==> config.mk <==
export PLATFORM = sky130hd
export DESIGN_NAME = volcado_banco
export DESIGN_NICKNAME = d
export VERILOG_FILES = /design/src/rtl/volcado_banco.sv
export SDC_FILE = /design/constraint.sdc
export NUM_CORES = 1
export LEC_CHECK = 0
export BUFFER_PORTS_ARGS = -buffer_cell sky130_fd_sc_hd__buf_2
export CAP_MARGIN = 25
export CELL_PAD_IN_SITES_DETAIL_PLACEMENT = 1
export CELL_PAD_IN_SITES_GLOBAL_PLACEMENT = 2
export CORE_MARGIN = 3
export CORE_UTILIZATION = 31
export CTS_CLUSTER_SIZE = 24
export DETAILED_ROUTE_END_ITERATION = 10
export GPL_ROUTABILITY_DRIVEN = 0
export GPL_TIMING_DRIVEN = 0
export PLACE_DENSITY = 0.89
export SYNTH_ARGS = -nofsm -noshare
export SYNTH_HDL_FRONTEND = slang
export SYNTH_SLANG_ARGS = --single-unit
export TNS_END_PERCENT = 100
==> constraint.sdc <==
create_clock -name clk_i -period 3.9 [get_ports clk_i]
set_input_delay 0.585 -clock clk_i [delete_from_list [all_inputs] [get_ports clk_i]]
set_output_delay 0.585 -clock clk_i [all_outputs]
set_load 0.005 [all_outputs]
==> src/rtl/volcado_banco.sv <==
// volcado_banco: streams every register of a bank over a valid/ready port and keeps a running checksum
module volcado_banco #(
  parameter int WIDTH = 64,
  parameter int NUMREG = 8,
  localparam int INDEX_SIZE = $clog2(NUMREG)
) (
  input  logic                  clk_i,
  input  logic                  rst_i,
  input  logic                  inicio_i,
  output logic [INDEX_SIZE-1:0] A_o,
  input  logic [WIDTH-1:0]      RegA_i,
  output logic [WIDTH-1:0]      dato_o,
  output logic [INDEX_SIZE-1:0] id_o,
  output logic                  valid_o,
  input  logic                  ready_i,
  output logic [WIDTH-1:0]      suma_o,
  output logic                  ocupado_o,
  output logic                  fin_o
);
  typedef enum logic [1:0] {REPOSO, LEER, ENVIAR, FIN} estado_t;
  estado_t estado_q, estado_d;
  logic [INDEX_SIZE-1:0] idx_q, idx_d, id_q, id_d;
  logic [WIDTH-1:0] dato_q, dato_d, suma_q, suma_d;
  logic ultimo;
  assign ultimo = idx_q == INDEX_SIZE'(NUMREG - 1);
  // next state: read one register, hold it until accepted, then advance or finish
  always_comb begin
    estado_d = estado_q;
    idx_d = idx_q;
    id_d = id_q;
    dato_d = dato_q;
    suma_d = suma_q;
    case (estado_q)
      REPOSO: if (inicio_i) begin
        idx_d = '0;
        suma_d = '0;
        estado_d = LEER;
      end
      LEER: begin
        dato_d = RegA_i;
        id_d = idx_q;
        estado_d = ENVIAR;
      end
      ENVIAR: if (ready_i) begin
        suma_d = suma_q + dato_q;
        estado_d = ultimo ? FIN : LEER;
        idx_d = ultimo ? idx_q : idx_q + 1'b1;
      end
      default: estado_d = REPOSO;
    endcase
  end
  // state registers with synchronous reset taking priority over everything
  always_ff @(posedge clk_i) begin
    if (rst_i) begin
      estado_q <= REPOSO;
      idx_q <= '0;
      id_q <= '0;
      dato_q <= '0;
      suma_q <= '0;
    end else begin
      estado_q <= estado_d;
      idx_q <= idx_d;
      id_q <= id_d;
      dato_q <= dato_d;
      suma_q <= suma_d;
    end
  end
  assign A_o = (estado_q == LEER || estado_q == ENVIAR) ? idx_q : '0;
  assign dato_o = dato_q;
  assign id_o = id_q;
  assign suma_o = suma_q;
  assign valid_o = estado_q == ENVIAR;
  assign fin_o = estado_q == FIN;
  assign ocupado_o = estado_q != REPOSO;
endmodule

After elaboration in Yosys (flattened, before gate mapping)
Cells that the tools add are included.

Add/sub/neg operators: 2. Multiply operators: 0. Divide/modulo/power cells: 0. Magnitude comparators: 0. Eq/ne operators: 7. Shift operators: 0. Multiplexer cells: 12. Bitwise gates (word level): 0. Reduce and logical (&&, ||, !) cells: 7.

Operator list (number): 2-to-1 mux 64 bit (2); one-hot mux 64 bit (2 select lines) (1); adder 64 bit (1); 2-to-1 mux 3 bit (4); 2-to-1 mux 2 bit (3); one-hot mux 2 bit (3 select lines) (1); one-hot mux 3 bit (2 select lines) (1); equality test 2 bit (second input constant) (2); inequality test 2 bit (second input constant) (2); AND reduction 4 bit (1); nonzero test 2 bit (2); adder 3 x 1 -> 3 bit (second input constant) (1); equality test 3 bit (second input constant) (1); AND reduction 3 bit (1); equality test 2 x 1 -> 1 bit (second input constant) (1); zero test 2 bit (1); inequality test 2 x 1 -> 1 bit (second input constant) (1); AND reduction 2 bit (1); logical OR 1 bit (1).

Bits in registers: 136. Bits in latches: 0. RAM bits: 0. Bits in read-only memories: 0. Input port bits: 68. Output and inout bits: 137. Logic and storage cells: 33. Memories kept: 0.

Logic depth before layout (Yosys ltp)
Gate-level depths: netlist of the first run.

Depth after elaboration: 4. Mapped depth: 13. Gate-level depth less buffers: 13.

Worst setup path after synthesis of the first run
No wires, ideal clock.

Path kind: reg2reg. Start: register dato_q[0] (netlist: dato_o[0]). End: register suma_q[56] (netlist: suma_o[56]). Setup time: 122 ps. Data arrival time: 2969 ps. Data required time: 3778 ps. Setup slack: 809 ps. Stages on the path, launching flop included: 14. Path buffers: 0. Clock period less this slack: 3091 ps. Cell sequence: dfxtp_1 -> ha_1 -> inv_1 -> fa_1 -> nand2b_1 -> a21oi_1 -> o21ai_0 -> a21oi_2 -> a31oi_1 -> o31ai_2 -> a21oi_1 -> o21ai_1 -> a2111oi_0 -> a311o_1.

Word-level cells in the longest chain between the ends: 3.

Ends and longest elaborated chain: start: declaration (RTL line 23) `logic [WIDTH-1:0] dato_q, dato_d, suma_q, suma_d;`; start signal: assignment (RTL line 64) `dato_q <= dato_d;`; adder 64 bit (RTL line 45) `suma_d = suma_q + dato_q;`; 2-to-1 mux 64 bit (RTL line 44) `ENVIAR: if (ready_i) begin`; one-hot mux 64 bit (2 select lines) (RTL line 33) `case (estado_q)`; end signal: assignment (RTL line 65) `suma_q <= suma_d;`; end: declaration (RTL line 23).

No other way between the ends. The select of a mux whose other input is x is not followed. A chain may end at the register's enable or synchronous reset.

Worst setup path in the final report of the first run
Same ends and word-level chain as after synthesis.

==> results of run 1 <==
-- layer usage --
metal  track usage, %  wire length, um  vias up
met5                0                0        -
met4             5.17              425        0
met3             3.59             1410       33
met2             34.8            14500      211
met1             26.2            14100     4207
li1                 -                -     4281
-- cells by family after synthesis --
family,Yosys count,synth area share (%)
simple gates,343,17.6
compound gates,306,22.5
flops,136,31.7
buf+inv,86,3.91
fa+ha+maj,70,10.3
mux,69,8.04
xor+xnor,58,5.92
-- state kept, by name, summed over array words and instances, names as in the netlist --
signal,flops
dato_o,64
suma_o,64
id_o,3
idx_q,3
estado_q,2
-- repair_timing --
action / in CTS / in global routing
hold buffers: 0 / 0
gates resized for setup: 1 / 2
pin swaps: 2 / 1
endpoints found under the hold margin: 0 / 0
setup endpoints to repair: 2 / 4
buffers inserted: 1 / 2
-- synth_stat cells, drive strengths merged, types with 3 or more instances --
cell	count	area, sq um
nand2b	7	43.8
a2111oi	3	26.3
o21ai	83	427
inv	25	93.8
ha	69	863
and2	4	27.5
nor2	153	574
nor4	6	37.5
nor2b	8	50.1
o21a	5	37.5
o211ai	9	67.6
o21bai	8	71.3
clkbuf	44	165
a21oi	97	497
and3	6	37.5
o311ai	3	33.8
xnor2	36	315
nand3	8	40.0
nor3	13	65.1
a31oi	9	56.3
xor2	22	193
nand2	102	385
a21o	22	165
a211oi	5	37.5
o22ai	3	18.8
dfxtp	136	2720
o31ai	6	55.1
a22oi	32	240
buf	16	72.6
mux2i	69	691
o221ai	3	32.5
or3	4	26.3
nand4	22	144
-- where the power goes --
group,switching [mW],internal (mW)
logic,0.622,0.402
registers,0.102,1.49
clock network,0.704,0.884
total,1.43,2.78
-- layout by cell type (no fill, tap or decap), types with 7 or more instances in the layout --
cell type                     n
sky130_fd_sc_hd__o21ai_0     73
sky130_fd_sc_hd__nand3_1      8
sky130_fd_sc_hd__nor2_1     153
sky130_fd_sc_hd__xor2_1      22
sky130_fd_sc_hd__a21oi_1     92
sky130_fd_sc_hd__a21o_1      22
sky130_fd_sc_hd__inv_1       25
sky130_fd_sc_hd__mux2i_1     69
sky130_fd_sc_hd__nand4_1     21
sky130_fd_sc_hd__xnor2_1     36
sky130_fd_sc_hd__clkbuf_16   17
sky130_fd_sc_hd__dfxtp_1    136
sky130_fd_sc_hd__nor3_1      13
sky130_fd_sc_hd__a22oi_1     32
sky130_fd_sc_hd__o21ai_1      8
sky130_fd_sc_hd__clkbuf_1    46
sky130_fd_sc_hd__nand2_1    101
sky130_fd_sc_hd__o21bai_1     7
sky130_fd_sc_hd__o211ai_1     9
sky130_fd_sc_hd__ha_1        69
sky130_fd_sc_hd__nor2b_1      8
sky130_fd_sc_hd__a31oi_1      9
sky130_fd_sc_hd__buf_2      215
sky130_fd_sc_hd__nand2b_1     7
-- worst register-to-register path: stages, from the launching register on --
cell and delay (ns):
sky130_fd_sc_hd__dfxtp_1 0.38, sky130_fd_sc_hd__ha_1 0.22, sky130_fd_sc_hd__inv_1 0.07, sky130_fd_sc_hd__fa_1 0.40, sky130_fd_sc_hd__nand2b_1 0.19, sky130_fd_sc_hd__a21oi_2 0.26
sky130_fd_sc_hd__o21ai_0 0.22, sky130_fd_sc_hd__a21oi_2 0.27, sky130_fd_sc_hd__a31oi_1 0.20, sky130_fd_sc_hd__o31ai_2 0.37, sky130_fd_sc_hd__a21oi_1 0.21, sky130_fd_sc_hd__o21ai_2 0.27
sky130_fd_sc_hd__a2111oi_0 0.14, sky130_fd_sc_hd__a311o_1 0.29
-- layout make-up --
class / count / area (sq um)
clock buffer: 19 / 433
sequential: 136 / 2720
clock inverter: 13 / 124
multi-input combinational: 846 / 5540
tap: 372 / 465
fill: 3336 / 16400
timing repair buffer: 209 / 1060
buffer: 60 / 238
inverter: 26 / 97.6
-- through the flow --
step	utilization (%)	std cells	cell area [sq um]	total power, mW	TNS (ns)
finish	39.4	1681	10700	4.21	0
global route	39.4	1681	10700	4.43	0
CTS	39.3	1679	10700	4.25	0
detailed placement	37.2	1646	10100	2.65	-0.160
global placement	37.2	1644	10100	2.62	-0.0971
floorplan	-	1068	8590	2.26	0
-- path summary, 6_finish.rpt --
| kind | start | cells after the start | to |
|---|---|---|---|
| setup / recovery | dato_o[0] | 13 | suma_o[56] |
| hold / removal | RegA_i[35] | 3 | dato_o[35] |
| setup reg to reg | dato_o[0] | 13 | suma_o[56] |
| hold reg to reg | suma_o[59] | 2 | suma_o[59] |
==> tab_implementation.tex, run 1 <==
\begin{tabular}{lr}
\hline
Metric & Value \\
\hline
\multicolumn{2}{l}{\textbf{Run status}} \\
Outcome & complete, no violations \\
\multicolumn{2}{l}{\textbf{Global route}} \\
Wire length of the first global-routing pass & 47600 um \\
Largest net degree at the start of global routing & 17 \\
Overflow left after global routing & 0 \\
Number of global-route vias before repair & 8852 \\
Number of antenna violations at the first check in global routing & 0 \\
GR Util All Layers & 20.2\% \\
\multicolumn{2}{l}{\textbf{Clocking}} \\
H-tree levels & 4 \\
Buffer cell driving the clock tree root & sky130\_fd\_sc\_hd\_\_clkbuf\_16 \\
TritonCTS clock tree & done \\
Maximum buffer depth of the clock tree & 2 \\
Insertion delay to the later sink of the worst-skew pair & 0.43 ns \\
CTS Buf Count & 17 \\
Number of clock sinks & 136 \\
Clock edge transition at the registers on the reported setup and hold paths & 0.07 ns \\
\multicolumn{2}{l}{\textbf{Run}} \\
Max-cap check violation count & 0 \\
\multicolumn{2}{l}{\textbf{Hold path}} \\
Hold WC Path Type & input pin to flip-flop \\
\multicolumn{2}{l}{\textbf{Timing}} \\
Skew final & 0.0117 ns \\
Post-route worst setup slack & 0.303 ns \\
Post-route clock period utilization & 92.2\% \\
Pins Over Slew Limit & 0 \\
Final Setup Violations & 0 \\
Final critical path time including I/O delays and setup & 3.60 ns \\
Final Hold Slack & 0.385 ns \\
Fmax & 278 MHz \\
RSZ-0062 raised after global routing & no \\
Max-Slew Margin vs Limit & 39.8\% \\
Slew at the pin closest to its max-slew limit & 0.903 ns \\
Final hold vios & 0 \\
\multicolumn{2}{l}{\textbf{Placement}} \\
Worst slack at placement & -0.160 ns \\
I/O Buffers & 204 \\
Post-DP HPWL & 24400 um \\
\multicolumn{2}{l}{\textbf{Logic synthesis}} \\
Yosys warning count & 0 \\
Number of synthesized register bits & 136 \\
Most instantiated flip-flop cell in the synthesis netlist & sky130\_fd\_sc\_hd\_\_dfxtp\_1 \\
Post-Synthesis Net Count & 1206 \\
Number of different library cells in the post-synthesis netlist & 68 \\
Post-Syn Instances & 1068 \\
Post-synthesis sequential area ratio & 31.7\% \\
Post-Synthesis Mean Instance Area & 8.04 sq um \\
Number of enable-type register cells in the synthesized netlist & 0 \\
Netlist Area Pre-Place & 8590 sq um \\
Async set-reset flop share out of synthesis & 0\% \\
\multicolumn{2}{l}{\textbf{Floorplanning}} \\
DIE WIDTH & 172 um \\
Starting utilization of the core area & 31.7\% \\
I/O Pins & 205 \\
Core footprint & 27100 sq um \\
Chip height & 172 um \\
Row count & 60 \\
Die area & 29700 sq um \\
\multicolumn{2}{l}{\textbf{Worst setup path}} \\
Crit-path leading delay family & compound AO/OA/AOI/OAI gates \\
Worst path buffer plus inverter count & 1 \\
Arrival time at the worst endpoint & 3.91 ns \\
Critical Path Most Common Cell & sky130\_fd\_sc\_hd\_\_a21oi\_2 \\
Cell with the largest stage delay on the worst path & sky130\_fd\_sc\_hd\_\_fa\_1 \\
Required time of the worst setup path & 4.21 ns \\
Setup crit start kind & flip-flop \\
Peak per-stage delay on the critical path & 0.40 ns \\
Category of the worst setup path capture point & flip-flop \\
Worst-path cell chain & ha\_1 > inv\_1 > fa\_1 > nand2b\_1 > a21oi\_2 > o21ai\_0 > a21oi\_2 > a31oi\_1 > o31ai\_2 > a21oi\_1 > o21ai\_2 > a2111oi\_0 > a311o\_1 \\
Start-to-end type of the worst setup path & flip-flop to flip-flop \\
Max FO, Critical Path & 5 \\
FF-to-FF setup slack & 0.30 ns \\
\multicolumn{2}{l}{\textbf{Power}} \\
Static leakage power & 4.82 nW \\
Power per unit of standard cell area & 394 nW/um\^{}2 \\
Largest vdd supply drop & 0.000254 V \\
\multicolumn{2}{l}{\textbf{Drt}} \\
Total number of vias & 8732 \\
Drc violations & 0 \\
DRC marker count from the first detailed-route iteration & 470 \\
Vias per Instance & 5.19 \\
First-pass DRT Iterations & 5 \\
Remaining number of nets flagged by the antenna check after routing & 0 \\
Wire length per cell & 18.1 um \\
Total wire length & 30400 um \\
\multicolumn{2}{l}{\textbf{Final layout}} \\
Antenna fix cells & 0 \\
Final Net Count & 1434 \\
Fraction of layout cells with a size suffix above 1 & 20.5\% \\
Area growth, synth to finish & 24.4\% \\
\hline
\end{tabular}
Power figures use the tool's default switching activity.
==> run 2: changes to the inputs <==
Settings changed: RECOVER_POWER set to 25.
==> run 2 against run 1 <==
  * Worst setup slack got worse by 0.029 ns
  * Maximum frequency is 0.79% lower
  * Sequential power about the same
  * Routed wire length about the same
  * Clock-buffer cell count did not move
  * Register-to-register slack got worse by 0.03 ns
  * Non-clock buffer count unchanged
  * First-iteration DRC count decreased by 3.0%
  * Cell area fell by 0.61%
  * Critical path type unchanged
==> tab_implementation.tex, run 2 (synthesis gave the netlist of run 1 again) <==
\begin{tabular}{lr}
\hline
Metric & Value \\
\hline
\multicolumn{2}{l}{\textbf{Worst setup path}} \\
Cell with the largest stage delay on the worst path & sky130\_fd\_sc\_hd\_\_fa\_1 \\
Crit-path leading delay family & compound AO/OA/AOI/OAI gates \\
Origin of the critical flop-to-flop path & dato\_o[0] \\
Arrival time at the worst endpoint & 3.93 ns \\
Worst reg2reg endpoint & suma\_o[60] \\
Start-to-end type of the worst setup path & flip-flop to flip-flop \\
Max FO, Critical Path & 5 \\
Destination of the critical timing path & suma\_o[60] \\
Peak per-stage delay on the critical path & 0.40 ns \\
Setup crit start kind & flip-flop \\
Worst path buffer plus inverter count & 2 \\
Critical Path Start & dato\_o[0] \\
Number of cells on the critical path & 14 \\
Worst reg2reg path depth & 14 \\
Category of the worst setup path capture point & flip-flop \\
Worst-path cell chain & ha\_1 > inv\_1 > fa\_1 > nand2b\_1 > a21oi\_2 > o21ai\_0 > a21oi\_2 > a31oi\_1 > o31ai\_2 > buf\_4 > nand2\_1 > o311ai\_1 > xnor2\_1 > o21ai\_0 \\
FF-to-FF setup slack & 0.27 ns \\
Required time of the worst setup path & 4.20 ns \\
\multicolumn{2}{l}{\textbf{Clocking}} \\
Clock edge transition at the registers on the reported setup and hold paths & 0.07 ns \\
Number of clock sinks & 136 \\
H-tree levels & 4 \\
Buffer cell driving the clock tree root & sky130\_fd\_sc\_hd\_\_clkbuf\_16 \\
Maximum buffer depth of the clock tree & 2 \\
CTS Buf Count & 17 \\
Insertion delay to the later sink of the worst-skew pair & 0.43 ns \\
TritonCTS clock tree & done \\
\multicolumn{2}{l}{\textbf{Floorplanning}} \\
Core footprint & 27100 sq um \\
DIE WIDTH & 172 um \\
Row count & 60 \\
Starting utilization of the core area & 31.7\% \\
I/O Pins & 205 \\
Chip height & 172 um \\
Die area & 29700 sq um \\
\multicolumn{2}{l}{\textbf{Final layout}} \\
Share of the core filled with cells & 39.2\% \\
Area growth, synth to finish & 23.6\% \\
Fraction of layout cells with a size suffix above 1 & 16.5\% \\
Leading cell types in the layout, fill and taps excluded & sky130\_fd\_sc\_hd\_\_buf\_2 (163), sky130\_fd\_sc\_hd\_\_nor2\_1 (153), sky130\_fd\_sc\_hd\_\_dfxtp\_1 (136), sky130\_fd\_sc\_hd\_\_nand2\_1 (101), sky130\_fd\_sc\_hd\_\_clkbuf\_1 (98) \\
Antenna fix cells & 0 \\
Final Net Count & 1434 \\
Most frequent standard cell in the layout excluding fill and tap cells & sky130\_fd\_sc\_hd\_\_buf\_2 \\
Design Area, Final & 10600 sq um \\
\multicolumn{2}{l}{\textbf{Timing}} \\
Final Setup Violations & 0 \\
Setup Total Neg Slack & 0 ns \\
Slew at the pin closest to its max-slew limit & 0.902 ns \\
RSZ-0062 raised after global routing & no \\
Fmax & 276 MHz \\
Post-route clock period utilization & 93.0\% \\
Final Hold Slack & 0.384 ns \\
Post-route worst setup slack & 0.275 ns \\
Max-Slew Margin vs Limit & 39.8\% \\
Final critical path time including I/O delays and setup & 3.63 ns \\
Skew final & 0.0119 ns \\
Pins Over Slew Limit & 0 \\
Final hold vios & 0 \\
\multicolumn{2}{l}{\textbf{Global route}} \\
Number of antenna violations at the first check in global routing & 0 \\
Number of global-route vias before repair & 8852 \\
Met2 track utilization from global routing & 34.8\% \\
GR Util All Layers & 20.2\% \\
Met1 capacity usage during global routing & 26.2\% \\
Overflow left after global routing & 0 \\
Fraction of met3 tracks used by global routing & 3.59\% \\
Largest net degree at the start of global routing & 17 \\
Wire length of the first global-routing pass & 47600 um \\
Global routing's busiest layer & met2 \\
\multicolumn{2}{l}{\textbf{Hold path}} \\
Hold WC Path Type & input pin to flip-flop \\
\multicolumn{2}{l}{\textbf{Placement}} \\
I/O Buffers & 204 \\
Post-DP HPWL & 24400 um \\
Dpl cell area & 10100 sq um \\
Worst slack at placement & -0.160 ns \\
\multicolumn{2}{l}{\textbf{Drt}} \\
First-pass DRT Iterations & 4 \\
Drc violations & 0 \\
Remaining number of nets flagged by the antenna check after routing & 0 \\
DRC marker count from the first detailed-route iteration & 456 \\
Vias per Instance & 5.18 \\
Total number of vias & 8707 \\
Total wire length & 30400 um \\
Wire length per cell & 18.1 um \\
\multicolumn{2}{l}{\textbf{Run}} \\
Max-cap check violation count & 0 \\
\multicolumn{2}{l}{\textbf{Power}} \\
Largest vdd supply drop & 0.000254 V \\
Power per unit of standard cell area & 396 nW/um\^{}2 \\
Static leakage power & 4.59 nW \\
\multicolumn{2}{l}{\textbf{Run status}} \\
Outcome & complete, no violations \\
\hline
\end{tabular}
[run 2: final cells by class]
class	count	area (sq um)
inverters	26	97.6
clock buffers	19	433
clock inverters	13	124
well taps	372	465
multi-input cells	846	5540
fillers	3351	16500
flip-flops and latches	136	2720
repair buffers	209	995
plain buffers	60	238
[run 2: per-layer routing]
layer | share of wire, % | vias to the layer above
met2 | 48 | 213
li1 | - | 4285
met5 | 0 | -
met3 | 4.9 | 31
met4 | 1.4 | 0
met1 | 46 | 4178
[run 2: where the power goes]
part	switching (mW)	internal, mW	total [mW]
Combinational	0.622	0.396	1.02
Sequential	0.102	1.49	1.60
Clock	0.702	0.884	1.59
[run 2: worst min path at each step]
stage | end | cells after the start | slack, ns | startpoint
floorplan | suma_o[39] | 2 | 0.46 | suma_o[39]
global placement | suma_o[59] | 2 | 0.45 | suma_o[59]
detailed placement | suma_o[59] | 2 | 0.46 | suma_o[59]
CTS | dato_o[19] | 3 | 0.38 | RegA_i[19]
global route | dato_o[16] | 3 | 0.39 | RegA_i[16]
finish | dato_o[35] | 3 | 0.38 | RegA_i[35]
[run 2: worst register-to-register path, delay by kind of cell, from the launching register on]
family | cells | cell delay [ns]
AOI/OAI and AO/OA | 7 | 1.81
xor gates and xnor gates | 1 | 0.17
adders and majority gates | 2 | 0.62
buffers and inverters | 2 | 0.27
DFF | 1 | 0.38
and+or+nand+nor | 2 | 0.25
[run 2: through the flow]
step	cells	power, mW
floorplan	1068	2.26
global placement	1644	2.62
detailed placement	1646	2.65
CTS	1679	4.25
global route	1681	4.42
finish	1681	4.20
[run 2: what timing repair did]
item | CTS | global route
hold buffers | 0 | 0
setup endpoints to repair | 2 | 4
setup buffers | 1 | 2
pin swaps | 2 | 1
resized for setup | 1 | 2
==> run 3: changes to the inputs <==
--- a/constraint.sdc
+++ b/constraint.sdc
@@ -3,2 +3,2 @@
 set_output_delay 0.585 -clock clk_i [all_outputs]
-set_load 0.005 [all_outputs]
+set_load 0.01 [all_outputs]
==> run 3 against run 2 <==
  * Die area unchanged
  * Clock skew rose by 0.0049 ns
  * Worst setup slack improved by 0.0092 ns
==> tab_implementation.tex, run 3 (synthesis gave the netlist of run 1 again) <==
\begin{tabular}{lr}
\hline
Metric & Value \\
\hline
\multicolumn{2}{l}{\textbf{Run status}} \\
Outcome & complete, no violations \\
\multicolumn{2}{l}{\textbf{Worst setup path}} \\
FF-to-FF setup slack & 0.28 ns \\
Required time of the worst setup path & 4.20 ns \\
Setup crit start kind & flip-flop \\
Category of the worst setup path capture point & flip-flop \\
Max FO, Critical Path & 5 \\
Arrival time at the worst endpoint & 3.91 ns \\
Peak per-stage delay on the critical path & 0.40 ns \\
Worst path buffer plus inverter count & 2 \\
Cell with the largest stage delay on the worst path & sky130\_fd\_sc\_hd\_\_fa\_1 \\
Start-to-end type of the worst setup path & flip-flop to flip-flop \\
Crit-path leading delay family & compound AO/OA/AOI/OAI gates \\
Worst-path cell chain & ha\_1 > inv\_1 > fa\_1 > nand2b\_1 > a21oi\_2 > o21ai\_0 > a21oi\_2 > a31oi\_1 > o31ai\_2 > buf\_4 > nand2\_1 > o311ai\_1 > xnor2\_1 > o21ai\_0 \\
\multicolumn{2}{l}{\textbf{Power}} \\
Internal portion of total power & 2.77 mW \\
Static leakage power & 4.52 nW \\
Clock power frac & 37.5\% \\
Power per unit of standard cell area & 400 nW/um\^{}2 \\
Net Sw Frac & 34.6\% \\
Seq pwr share & 37.7\% \\
Total power & 4.24 mW \\
Largest vdd supply drop & 0.000251 V \\
Combinational Power Share & 24.8\% \\
Power spent charging and discharging nets & 1.47 mW \\
\multicolumn{2}{l}{\textbf{Drt}} \\
Top layer in use & met4 \\
First-pass DRT Iterations & 4 \\
Met3 routed wirelength & 1460 um \\
Drc violations & 0 \\
Metal-1 WL & 14000 um \\
Vias per Instance & 5.19 \\
Total wire length & 30400 um \\
Wire length per cell & 18.1 um \\
Routed met2 length & 14500 um \\
Remaining number of nets flagged by the antenna check after routing & 0 \\
DRC marker count from the first detailed-route iteration & 473 \\
Total number of vias & 8725 \\
\multicolumn{2}{l}{\textbf{Clocking}} \\
CTS Buf Count & 17 \\
Buffer cell driving the clock tree root & sky130\_fd\_sc\_hd\_\_clkbuf\_16 \\
Number of clock sinks & 136 \\
Insertion delay to the later sink of the worst-skew pair & 0.43 ns \\
H-tree levels & 4 \\
Count of hold buffers inserted by post-cts repair & 0 \\
Maximum buffer depth of the clock tree & 2 \\
TritonCTS clock tree & done \\
Clock edge transition at the registers on the reported setup and hold paths & 0.07 ns \\
\multicolumn{2}{l}{\textbf{Final layout}} \\
Fraction of layout cells with a size suffix above 1 & 15.3\% \\
Number of filler cells placed in the layout & 3355 \\
Area growth, synth to finish & 23.4\% \\
Antenna fix cells & 0 \\
Leading cell types in the layout, fill and taps excluded & sky130\_fd\_sc\_hd\_\_nor2\_1 (153), sky130\_fd\_sc\_hd\_\_buf\_2 (147), sky130\_fd\_sc\_hd\_\_dfxtp\_1 (136), sky130\_fd\_sc\_hd\_\_clkbuf\_1 (114), sky130\_fd\_sc\_hd\_\_nand2\_1 (101) \\
Final Net Count & 1434 \\
Share of the core filled with cells & 39.1\% \\
Most frequent standard cell in the layout excluding fill and tap cells & sky130\_fd\_sc\_hd\_\_nor2\_1 \\
\multicolumn{2}{l}{\textbf{Timing}} \\
Max-Slew Margin vs Limit & 40.0\% \\
Post-route clock period utilization & 92.7\% \\
Final critical path time including I/O delays and setup & 3.62 ns \\
Final hold vios & 0 \\
Slew at the pin closest to its max-slew limit & 0.900 ns \\
RSZ-0062 raised after global routing & no \\
Fmax & 277 MHz \\
Skew final & 0.0168 ns \\
Pins Over Slew Limit & 0 \\
Final Setup Violations & 0 \\
\multicolumn{2}{l}{\textbf{Run}} \\
Max-cap check violation count & 0 \\
\multicolumn{2}{l}{\textbf{Placement}} \\
I/O Buffers & 204 \\
Post-DP HPWL & 24400 um \\
\multicolumn{2}{l}{\textbf{Floorplanning}} \\
Starting utilization of the core area & 31.7\% \\
DIE WIDTH & 172 um \\
Core footprint & 27100 sq um \\
Row count & 60 \\
Die area & 29700 sq um \\
Chip height & 172 um \\
I/O Pins & 205 \\
\multicolumn{2}{l}{\textbf{Global route}} \\
Largest net degree at the start of global routing & 17 \\
Number of antenna violations at the first check in global routing & 0 \\
Wire length of the first global-routing pass & 47600 um \\
Number of global-route vias before repair & 8852 \\
GR Util All Layers & 20.2\% \\
Overflow left after global routing & 0 \\
\multicolumn{2}{l}{\textbf{Hold path}} \\
Hold WC Path Type & input pin to flip-flop \\
\hline
\end{tabular}
==> run 3: changes by cell type in the layout (fill, tap and decap cells not counted) <==
| cell | before | now |
|---|---|---|
| sky130_fd_sc_hd__buf_2 | 163 | 147 |
| sky130_fd_sc_hd__clkbuf_1 | 98 | 114 |
==> run 3: repair_timing <==
item	CTS	global route
endpoints found under the setup margin	2	4
resized for setup	1	2
pin swaps	2	1
setup buffers	1	2
==> run 3: final timing paths <==
check	startpoint	end	cells after the start
setup / recovery	dato_o[0]	suma_o[60]	14
hold reg to reg	suma_o[59]	suma_o[59]	2
hold / removal	RegA_i[19]	dato_o[19]	3
setup reg to reg	dato_o[0]	suma_o[60]	14
==> run 3: area by class of cell <==
cell class	count	area (sq um)	area share [%]
multi-input cells	846	5540	52.3
inverters	26	97.6	0.921
flip-flops and latches	136	2720	25.7
clock inverters	13	124	1.17
repair buffers	209	975	9.20
clock buffers	19	433	4.09
plain buffers	60	238	2.24
well taps	372	465	4.39
==> run 3: power by group through the flow <==
| stage | registers, mW | clock network (mW) | logic, mW |
|---|---|---|---|
| 2_1_floorplan | 1.64 | 0 | 0.657 |
| 3_3_place_gp | 1.62 | 0 | 1.04 |
| 3_5_place_dp | 1.63 | 0 | 1.07 |
| 4_1_cts | 1.60 | 1.62 | 1.08 |
| 5_1_grt | 1.61 | 1.68 | 1.17 |
| 6_report | 1.60 | 1.59 | 1.05 |
==> run 3: tightest hold or removal path, stage by stage <==
cell,delay [ns]
sky130_fd_sc_hd__buf_2,0.07
sky130_fd_sc_hd__mux2i_1,0.06
sky130_fd_sc_hd__nor2_1,0.07
==> run 3: through the flow <==
stage	setup slack, ns	area (sq um)	std cells	setup TNS (ns)	hold slack (ns)
2_1_floorplan	0.765	8590	1068	0	0.483
3_3_place_gp	-0.0971	10100	1644	-0.0971	0.450
3_5_place_dp	-0.160	10100	1646	-0.160	0.456
4_1_cts	0.0456	10700	1679	0	0.376
5_1_grt	0.0550	10600	1681	0	0.394
6_report	0.284	10600	1681	0	0.384
==> run 3: routing by layer <==
layer	vias to the layer above	track usage (%)
met2	221	34.8
li1	4288	-
met1	4190	26.2
met3	26	3.59
met5	-	0
met4	0	5.17
